--- config.mk ---
export PLATFORM = sky130hd
export DESIGN_NAME = pwm_duty_ctrl_flat
export DESIGN_NICKNAME = d
export VERILOG_FILES = /design/src/rtl/pwm_pkg.sv /design/src/rtl/pwm_duty_ctrl_if.sv /design/src/rtl/btn_debounce.sv /design/src/rtl/pwm_duty_ctrl.sv /design/src/flat_wrapper.sv
export SDC_FILE = /design/constraint.sdc
export NUM_CORES = 1
export LEC_CHECK = 0
export ABC_AREA = 1
export CORE_MARGIN = 2
export CORE_UTILIZATION = 45
export DETAILED_ROUTE_END_ITERATION = 16
export GPL_TIMING_DRIVEN = 0
export PLACE_DENSITY = 0.64
export SYNTH_ARGS = -nofsm -noshare
export SYNTH_HDL_FRONTEND = slang
export SYNTH_SLANG_ARGS = --single-unit
--- constraint.sdc ---
create_clock -name clk -period 1.68 [get_ports clk]
set_clock_uncertainty 0.05 [all_clocks]
set_input_delay 0.168 -clock clk [delete_from_list [all_inputs] [get_ports clk]]
set_output_delay 0.168 -clock clk [all_outputs]
set_load 0.02 [all_outputs]
--- src/rtl/pwm_pkg.sv ---
`default_nettype none
// ============================================================================
//  Module      : pwm_pkg
//  Description : Shared types and default constants for the PWM duty-cycle
//                control path and the PWM generator that consumes it.
//  Revision    : 1.0 - initial release
// ============================================================================
package pwm_pkg;

    // Duty register width and its limits, shared with the PWM generator
    localparam int DUTY_W    = 7;
    localparam int DUTY_MAX  = 127;
    localparam int DUTY_INIT = 63;

    // Default button timing at the nominal 12.5 kHz clock
    localparam int DEBOUNCE_CYCLES_DEF = 512;
    localparam int REPEAT_DELAY_DEF    = 6250;
    localparam int REPEAT_PERIOD_DEF   = 1250;

    // Per-button auto-repeat state; ST_FIRST is reserved and behaves as ST_IDLE
    typedef enum logic [1:0] {
        ST_IDLE   = 2'd0,
        ST_FIRST  = 2'd1,
        ST_HOLD   = 2'd2,
        ST_REPEAT = 2'd3
    } btn_state_t;

endpackage
`default_nettype wire

--- src/rtl/pwm_duty_ctrl_if.sv ---
`default_nettype none
// ============================================================================
//  Module      : pwm_duty_ctrl_if
//  Description : Button inputs and duty/strobe outputs of the duty controller.
//                master = stimulus side, slave = controller side.
//  Revision    : 1.0 - initial release
// ============================================================================
interface pwm_duty_ctrl_if;
    import pwm_pkg::*;

    logic              btn_inc;
    logic              btn_dec;
    logic [DUTY_W-1:0] duty;
    logic              duty_changed;
    logic              inc_pulse;
    logic              dec_pulse;
    logic              at_max;
    logic              at_min;

    modport master (
        output btn_inc, btn_dec,
        input  duty, duty_changed, inc_pulse, dec_pulse, at_max, at_min
    );

    modport slave (
        input  btn_inc, btn_dec,
        output duty, duty_changed, inc_pulse, dec_pulse, at_max, at_min
    );

endinterface
`default_nettype wire

--- src/rtl/btn_debounce.sv ---
`default_nettype none
// ============================================================================
//  Module      : btn_debounce
//  Description : 2-FF synchronizer followed by a debounce counter. A new level
//                is accepted only after DEBOUNCE_CYCLES consecutive samples
//                that disagree with the current stable level.
//  Revision    : 1.0 - initial release
// ============================================================================
module btn_debounce
    import pwm_pkg::*;
#(
    parameter int DEBOUNCE_CYCLES = DEBOUNCE_CYCLES_DEF
) (
    input  wire  clk,
    input  wire  rst,
    input  wire  i_btn,
    output logic o_stable
);

    localparam int                c_CNT_W = $clog2(DEBOUNCE_CYCLES);
    localparam logic [c_CNT_W-1:0] c_CNT_LAST = c_CNT_W'(DEBOUNCE_CYCLES - 1);

    logic               r_s1;
    logic               r_s2;
    logic               r_stable;
    logic [c_CNT_W-1:0] r_cnt;

    // Synchronize the raw button and accept a level once it has held long enough
    always_ff @(posedge clk) begin
        if (rst) begin
            r_s1     <= 1'b0;
            r_s2     <= 1'b0;
            r_stable <= 1'b0;
            r_cnt    <= '0;
        end else begin
            r_s1 <= i_btn;
            r_s2 <= r_s1;
            if (r_s2 != r_stable) begin
                if (r_cnt == c_CNT_LAST) begin
                    r_stable <= r_s2;
                    r_cnt    <= '0;
                end else begin
                    r_cnt <= r_cnt + 1'b1;
                end
            end else begin
                r_cnt <= '0;
            end
        end
    end

    assign o_stable = r_stable;

endmodule
`default_nettype wire

--- src/rtl/pwm_duty_ctrl.sv ---
`default_nettype none
// ============================================================================
//  Module      : pwm_duty_ctrl
//  Description : Debounces the increment/decrement buttons, runs one
//                auto-repeat FSM per button and owns the saturating duty
//                register with its limit flags.
//  Revision    : 1.0 - initial release
// ============================================================================
module pwm_duty_ctrl
    import pwm_pkg::*;
#(
    parameter int DUTY_MAX        = pwm_pkg::DUTY_MAX,
    parameter int DUTY_INIT       = pwm_pkg::DUTY_INIT,
    parameter int DEBOUNCE_CYCLES = DEBOUNCE_CYCLES_DEF,
    parameter int REPEAT_DELAY    = REPEAT_DELAY_DEF,
    parameter int REPEAT_PERIOD   = REPEAT_PERIOD_DEF
) (
    input  wire            clk,
    input  wire            rst,
    pwm_duty_ctrl_if.slave bus
);

    localparam int c_TMR_MAX = (REPEAT_DELAY > REPEAT_PERIOD) ? REPEAT_DELAY : REPEAT_PERIOD;
    localparam int c_TMR_W   = (c_TMR_MAX > 1) ? $clog2(c_TMR_MAX) : 1;

    localparam logic [c_TMR_W-1:0] c_DELAY_LD  = c_TMR_W'(REPEAT_DELAY - 1);
    localparam logic [c_TMR_W-1:0] c_PERIOD_LD = c_TMR_W'(REPEAT_PERIOD - 1);
    localparam logic [DUTY_W-1:0]  c_DUTY_MAX  = DUTY_W'(DUTY_MAX);
    localparam logic [DUTY_W-1:0]  c_DUTY_INIT = DUTY_W'(DUTY_INIT);

    // Index 0 = increment button, index 1 = decrement button
    logic [1:0]        w_stable;
    logic [1:0]        w_step;
    logic              w_conflict;

    logic [DUTY_W-1:0] r_duty;
    logic              r_changed;
    logic              r_inc_pulse;
    logic              r_dec_pulse;
    logic              r_at_max;
    logic              r_at_min;
    logic [DUTY_W-1:0] w_duty_nxt;
    logic              w_changed_nxt;

    btn_debounce #(.DEBOUNCE_CYCLES(DEBOUNCE_CYCLES)) u_deb_inc (
        .clk      (clk),
        .rst      (rst),
        .i_btn    (bus.btn_inc),
        .o_stable (w_stable[0])
    );

    btn_debounce #(.DEBOUNCE_CYCLES(DEBOUNCE_CYCLES)) u_deb_dec (
        .clk      (clk),
        .rst      (rst),
        .i_btn    (bus.btn_dec),
        .o_stable (w_stable[1])
    );

    // Both buttons held: neither may step, and both park in HOLD at full delay
    assign w_conflict = w_stable[0] & w_stable[1];

    for (genvar i = 0; i < 2; i++) begin : g_btn
        btn_state_t         r_state;
        btn_state_t         w_state_nxt;
        logic [c_TMR_W-1:0] r_tmr;
        logic [c_TMR_W-1:0] w_tmr_nxt;
        logic               w_step_b;

        // State and repeat timer registers
        always_ff @(posedge clk) begin
            if (rst) begin
                r_state <= ST_IDLE;
                r_tmr   <= '0;
            end else begin
                r_state <= w_state_nxt;
                r_tmr   <= w_tmr_nxt;
            end
        end

        // Next state: release wins, then conflict, then normal repeat timing
        always_comb begin
            w_state_nxt = r_state;
            w_tmr_nxt   = r_tmr;
            if (!w_stable[i]) begin
                w_state_nxt = ST_IDLE;
                w_tmr_nxt   = c_DELAY_LD;
            end else if (w_conflict) begin
                w_state_nxt = ST_HOLD;
                w_tmr_nxt   = c_DELAY_LD;
            end else begin
                case (r_state)
                    ST_HOLD: begin
                        if (r_tmr == '0) begin
                            w_state_nxt = ST_REPEAT;
                            w_tmr_nxt   = c_PERIOD_LD;
                        end else begin
                            w_tmr_nxt = r_tmr - 1'b1;
                        end
                    end
                    ST_REPEAT: begin
                        if (r_tmr == '0) begin
                            w_tmr_nxt = c_PERIOD_LD;
                        end else begin
                            w_tmr_nxt = r_tmr - 1'b1;
                        end
                    end
                    default: begin
                        w_state_nxt = ST_HOLD;
                        w_tmr_nxt   = c_DELAY_LD;
                    end
                endcase
            end
        end

        // Step on a fresh press or when the hold/repeat timer expires
        always_comb begin
            w_step_b = 1'b0;
            if (w_stable[i] && !w_conflict) begin
                case (r_state)
                    ST_HOLD, ST_REPEAT: w_step_b = (r_tmr == '0);
                    default:            w_step_b = 1'b1;
                endcase
            end
        end

        assign w_step[i] = w_step_b;
    end

    // Saturating duty update; a step at the limit leaves duty untouched
    always_comb begin
        w_duty_nxt    = r_duty;
        w_changed_nxt = 1'b0;
        if (w_step[0] && (r_duty < c_DUTY_MAX)) begin
            w_duty_nxt    = r_duty + 1'b1;
            w_changed_nxt = 1'b1;
        end else if (w_step[1] && (r_duty != '0)) begin
            w_duty_nxt    = r_duty - 1'b1;
            w_changed_nxt = 1'b1;
        end
    end

    // Duty, strobes and limit flags registered together so they always agree
    always_ff @(posedge clk) begin
        if (rst) begin
            r_duty      <= c_DUTY_INIT;
            r_changed   <= 1'b0;
            r_inc_pulse <= 1'b0;
            r_dec_pulse <= 1'b0;
            r_at_max    <= (c_DUTY_INIT == c_DUTY_MAX);
            r_at_min    <= (c_DUTY_INIT == '0);
        end else begin
            r_duty      <= w_duty_nxt;
            r_changed   <= w_changed_nxt;
            r_inc_pulse <= w_step[0];
            r_dec_pulse <= w_step[1];
            r_at_max    <= (w_duty_nxt == c_DUTY_MAX);
            r_at_min    <= (w_duty_nxt == '0);
        end
    end

    assign bus.duty         = r_duty;
    assign bus.duty_changed = r_changed;
    assign bus.inc_pulse    = r_inc_pulse;
    assign bus.dec_pulse    = r_dec_pulse;
    assign bus.at_max       = r_at_max;
    assign bus.at_min       = r_at_min;

endmodule
`default_nettype wire
--- src/flat_wrapper.sv ---
// flat-port wrapper written by rule: the top's interface ports become plain ports
module pwm_duty_ctrl_flat import pwm_pkg::*;
#(
    parameter int DUTY_MAX        = pwm_pkg::DUTY_MAX,
    parameter int DUTY_INIT       = pwm_pkg::DUTY_INIT,
    parameter int DEBOUNCE_CYCLES = DEBOUNCE_CYCLES_DEF,
    parameter int REPEAT_DELAY    = REPEAT_DELAY_DEF,
    parameter int REPEAT_PERIOD   = REPEAT_PERIOD_DEF
)
  (clk, rst, bus_btn_inc, bus_btn_dec, bus_duty, bus_duty_changed, bus_inc_pulse, bus_dec_pulse, bus_at_max, bus_at_min);
  pwm_duty_ctrl_if bus_i ();
  input  wire clk;
  input  wire rst;
  input wire logic [$bits(bus_i.btn_inc)-1:0] bus_btn_inc;
  input wire logic [$bits(bus_i.btn_dec)-1:0] bus_btn_dec;
  output wire logic [$bits(bus_i.duty)-1:0] bus_duty;
  output wire logic [$bits(bus_i.duty_changed)-1:0] bus_duty_changed;
  output wire logic [$bits(bus_i.inc_pulse)-1:0] bus_inc_pulse;
  output wire logic [$bits(bus_i.dec_pulse)-1:0] bus_dec_pulse;
  output wire logic [$bits(bus_i.at_max)-1:0] bus_at_max;
  output wire logic [$bits(bus_i.at_min)-1:0] bus_at_min;
  assign bus_i.btn_inc = bus_btn_inc;
  assign bus_i.btn_dec = bus_btn_dec;
  assign bus_duty = bus_i.duty;
  assign bus_duty_changed = bus_i.duty_changed;
  assign bus_inc_pulse = bus_i.inc_pulse;
  assign bus_dec_pulse = bus_i.dec_pulse;
  assign bus_at_max = bus_i.at_max;
  assign bus_at_min = bus_i.at_min;
  pwm_duty_ctrl #(.DUTY_MAX(DUTY_MAX), .DUTY_INIT(DUTY_INIT), .DEBOUNCE_CYCLES(DEBOUNCE_CYCLES), .REPEAT_DELAY(REPEAT_DELAY), .REPEAT_PERIOD(REPEAT_PERIOD)) u_core (.clk(clk), .rst(rst), .bus(bus_i));
endmodule
# --- After elaboration in Yosys (flattened, before gate mapping) ---
# Cells that the tools add are included.
classes:
  addsub: 6
  order_cmp: 1
  eq_ne: 15
  mux: 22
  bitwise_logic: 9
  reduce_logical: 27
op_table:
  columns: ["cell", "count"]
  rows:
  - ["13-bit 2-to-1 mux", 8]
  - ["13-bit logical NOT", 2]
  - ["13-bit by 1-bit subtractor with 13-bit output (second input constant)", 2]
  - ["9-bit by 1-bit adder with 9-bit output (second input constant)", 2]
  - ["9-bit == test (second input constant)", 2]
  - ["7-bit 2-to-1 mux", 2]
  - ["2-bit AND reduction", 6]
  - ["3-bit OR reduction", 4]
  - ["5-bit OR reduction", 2]
  - ["2-bit == test (second input constant)", 4]
  - ["2-bit 2-to-1 mux", 4]
  - ["2-bit by 1-bit inequality test with 1-bit output (second input constant)", 4]
  - ["1-bit NOT", 8]
  - ["2-bit one-hot mux with 2 select lines", 2]
  - ["2-bit OR reduction", 4]
  - ["4-bit OR reduction", 2]
  - ["7-bit by 1-bit adder with 7-bit output (second input constant)", 1]
  - ["7-bit == test (second input constant)", 1]
  - ["7-bit logical NOT", 1]
  - ["7-bit < comparator (second input constant)", 1]
  - ["7-bit nonzero test", 1]
  - ["7-bit by 1-bit subtractor with 7-bit output (second input constant)", 1]
  - ["1-bit 2-to-1 mux", 6]
  - ["3-bit by 1-bit inequality test with 1-bit output (second input constant)", 2]
  - ["other kinds (4)", 8]
word_totals:
  ff_bits: 66
  input_bits: 4
  out_inout_bits: 12
  elab_cells: 104

# --- Depth between registers and ports, before layout ---
depth:
  ltp_word: 8
  mapped_depth: 14
  mapped_depth_nobuf: 14

# --- Cells and area by module ---
# Synthesis repeated with hierarchy kept, for this count alone.
hier_totals:
  cells_unflattened: 432
  area_unflattened_um2: 3203.1
by_module_without_submodules:
  columns: ["mod", "instances", "cells_per_inst", "area_per_inst_um2", "seq_area_each_um2"]
  rows:
  - ["pwm_duty_ctrl", 1, 296, 2104.5, 800.8]
  - ["btn_debounce", 2, 68, 549.3, 240.2]

# --- Least setup slack after synthesis ---
# No wires, ideal clock.
synth_timing:
  kind: "reg2reg"
  startpoint: "register u_core.u_deb_inc.r_cnt[0]"
  endpoint: "register u_core.u_deb_inc.r_cnt[5]"
  setup_time_ps: 143
  arrival_time_ps: 1553
  required_time_ps: 1487
  path_slack_ps: -66
  path_stages_with_launch: 12
  n_path_buf: 0
  synth_period_minus_slack_ps: 1746
  cell_sequence: "dfxtp_1 > ha_1 > nand2_1 > nor2_1 > inv_1 > nor2_1 > nand2_1 > nor3_1 > ha_1 > a21oi_1 > o211ai_1 > nor3b_1"
synth_via:
  elab_chain_cells: 2
  elab_cells_between_ends: 3
  classes_between: "1 x add/sub; 1 x eq/ne; 1 x reduce/logical"
synth_lines:
  columns: ["element", "line", "rtl"]
  rows:
  - ["start, declared", "btn_debounce.sv:26", "logic [c_CNT_W-1:0] r_cnt;"]
  - ["start signal, assigned", "btn_debounce.sv:43", "r_cnt <= r_cnt + 1'b1;"]
  - ["parallel branches: the longest is 2 deep, another holds 9-bit by 1-bit adder with 9-bit output", null, null]
# Parallel ways; which one is timed is not known.
# A chain may end at the register's enable or synchronous reset.

# --- Final worst setup path ---
# Ends and elaborated chain as after synthesis.

==> flow_summary.ini <==
[critical_path]
cp_top_family = simple AND/OR/NAND/NOR gates
cp_max_fo = 5
cp.arrival_ns = 1.95
cp_slowest_cell = dfxtp_2
path_cells = ha_4 > nand2_2 > nor2_2 > inv_2 > nor2_4 > nand2_2 > nor3_2 > ha_2 > a21oi_2 > o211ai_1 > buf_4 > nor3b_1
worst-path-buf-inv = 2
start_kind = flop
cp-end-kind = flop
path_common_cell = nand2_2
crit_type = flop to flop
critical-path-max-stage-delay_ns = 0.35
rrSetupSlack_ns = -0.09
cp_data_required_time_ns = 1.87

[placed_design]
hpwl_um = 4090
routabilityCongestion = 0.822
placed_area_um2 = 3280
numPortBuffers = 15

[synthesis]
synthesis.area_um2 = 3030
ys_seq_elements = 64
yosysSeqAreaShare = 0.423
synth_cell_types = 33
ys_warn_count = 0
syn_nets = 421
avgSynthCellArea_um2 = 7.42
netlist_instances = 408

[clocking]
ctsLongestPathBuffers = 2
cts_hold_buffers = 0
cts_inserted_buffers = 9
cts_root_buf = clkbuf_8
cts_tree = done
htree_num_levels = 3
insertion_delay_ns = 0.35
cts.sinks = 64
clk_pin_slew_ns = 0.07

[power]
clkPwrFrac = 0.444
p_per_area_nw_per_um2 = 762
p_sw_uw = 695
swShare = 0.228
ir_drop_mv = 0.516
p_int_uw = 2360
p_comb_frac = 0.047
p_seq_frac = 0.509
p_leak_uw = 0.00173

[timing]
fmax_mhz = 566
fin_crit_sh = 1.05
setup_slack_ns = -0.0870
drv_slew = 0
hold_viol = 0
tightest_slew_ns = 0.576
min_period_ns = 1.77
rsz0062_at_grt = true
setup_viol = 19
hold_slack_ns = 0.286
slew_headroom = 0.616

[die]
die_h_um = 86.0
rows = 29
start_util = 0.471
dieArea_um2 = 7400
die_x_um = 86.0
core_um2 = 6420
io-pin-count = 16

[drt]
via_per_inst = 5.01
highest_layer = met4
dr.first_iter.drc_count = 153
antenna_left = 0
firstDrtPassIters = 4
vias = 2735
drc = 0
met2_wirelength_um = 3040
route.met3.wl_um = 269
wl_per_cell_um = 11.9
drt-met1-wl_um = 3110
wl_um = 6520

[layout]
nNetsFinal = 477
area_growth_pct = 32.5
drive_above_1_share = 0.339
final_cell_mix = 53 x nand2_1, 51 x inv_1, 48 x dfxtp_1, 47 x nor2_1, 28 x buf_4
final_common_cell = nand2_1
final_area_um2 = 4010
antenna_cells = 0

[grt]
first_global_vias = 2350
gr-usage-all-layers = 0.179
antenna_found_initial = 0
grt_max_degree = 12
grt_pass1_wl_um = 10400
grt_overflow = 0

[status]
violations = negative setup slack
outcome = complete, but fails checks

[hold_path]
hp-class = input port to flop

[flow_run]
drv_cap = 0
logic make-up (layout without fill, tap and decap cells):
logic type,after synthesis,after routing,synth area share
buffers and inverters,65,125,0.0806
and+or+nand+nor,211,212,0.343
DFF,64,64,0.423
adders and majority gates,9,9,0.0372
AOI/OAI and AO/OA,48,48,0.0843
xor gates and xnor gates,11,11,0.0318
worst register-to-register path, cell delays in order (launching register included):
cell and delay (ns):
dfxtp_2 0.35, ha_4 0.14, nand2_2 0.05, nor2_2 0.09, inv_2 0.06, nor2_4 0.09
nand2_2 0.06, nor3_2 0.12, ha_2 0.23, a21oi_2 0.04, o211ai_1 0.13, buf_4 0.20
nor3b_1 0.06
final timing paths:
kind	from	cells after the start	endpoint
hold reg to reg	u_core.u_deb_dec.r_s1$_SDFF_PP0_	2	u_core.u_deb_dec.r_s2$_SDFF_PP0_
setup / recovery	u_core.u_deb_inc.r_cnt[0]$_SDFF_PP0_	12	u_core.u_deb_inc.r_cnt[5]$_SDFF_PP0_
hold / removal	bus_btn_dec	3	u_core.u_deb_dec.r_s1$_SDFF_PP0_
setup reg to reg	u_core.u_deb_inc.r_cnt[0]$_SDFF_PP0_	12	u_core.u_deb_inc.r_cnt[5]$_SDFF_PP0_
timing repair:
item,CTS,global route
resized for setup,34,71
cloned,2,0
setup endpoints to repair,28,40
pin swaps,16,33
buffers inserted,16,13
stage by stage:
step	setup TNS (ns)	instances	setup slack, ns	util	total power (uW)
after detailed placement	-7.66	500	-0.335	0.511	1700
after CTS	-0.629	534	-0.0738	0.579	3080
after global routing	-3.24	546	-0.211	0.624	3180
final	-1.01	546	-0.0870	0.624	3050
after floorplan	-0.324	408	-0.0419	-	1670
after global placement	-6.85	500	-0.303	0.511	1700
metal layers:
layer  GRT usage  vias up
met5           0        -
met4      0.0794        0
met3      0.0520        9
met2       0.267       50
met1       0.241     1253
li1            -     1423
area by class of cell:
class,count,area (um2)
repair buffers,44,372
inverters,62,240
fillers,552,2410
clock inverters,5,55.1
well taps,77,96.3
clock buffers,11,151
flip-flops and latches,64,1310
plain buffers,3,12.5
multi-input cells,280,1780
registers in the layout, indices dropped and copies added (netlist names):
register                   count
u_core.bus.at_max              1
u_core.bus.at_min              1
u_core.bus.dec_pulse           1
u_core.bus.duty                7
u_core.bus.duty_changed        1
u_core.bus.inc_pulse           1
u_core.g_btn.r_state           2
u_core.g_btn.r_tmr            26
u_core.u_deb_dec.o_stable      1
u_core.u_deb_dec.r_cnt         9
u_core.u_deb_dec.r_s1          1
u_core.u_deb_dec.r_s2          1
u_core.u_deb_inc.o_stable      1
u_core.u_deb_inc.r_cnt         9
u_core.u_deb_inc.r_s1          1
u_core.u_deb_inc.r_s2          1
power by group through the flow:
| stage | Sequential, uW | Combinational (uW) | Clock, uW |
|---|---|---|---|
| final | 1550 | 144 | 1360 |
| after global placement | 1590 | 110 | 0 |
| after floorplan | 1580 | 83.7 | 0 |
| after CTS | 1550 | 129 | 1390 |
| after detailed placement | 1590 | 111 | 0 |
| after global routing | 1560 | 162 | 1460 |
synth_stat cells:
library cell,n,share of area
o211ai_1,1,0.0025
a21oi_1,24,0.040
nand3b_1,2,0.0050
ha_1,9,0.037
nand3_2,2,0.0066
o21a_1,1,0.0025
and2_1,1,0.0021
nand4_1,12,0.025
xor2_1,6,0.017
a21oi_2,1,0.0029
a31oi_1,1,0.0021
a21boi_0,1,0.0025
clkbuf_1,2,0.0025
dfxtp_1,64,0.42
o21ai_0,15,0.025
nor4_1,1,0.0021
o21ai_1,3,0.0050
buf_1,1,0.0012
inv_1,60,0.074
nor3b_1,4,0.0099
xnor2_1,5,0.014
o31ai_1,1,0.0025
or2_2,5,0.010
nor3_1,3,0.0050
nand2_1,68,0.084
nand3_4,2,0.012
nor2_2,10,0.021
nand2_4,4,0.015
inv_2,2,0.0025
nand2_2,5,0.010
nor2_4,4,0.015
nand3_1,27,0.045
nor2_1,61,0.076
Note: power is estimated with default switching activity, not from simulation.
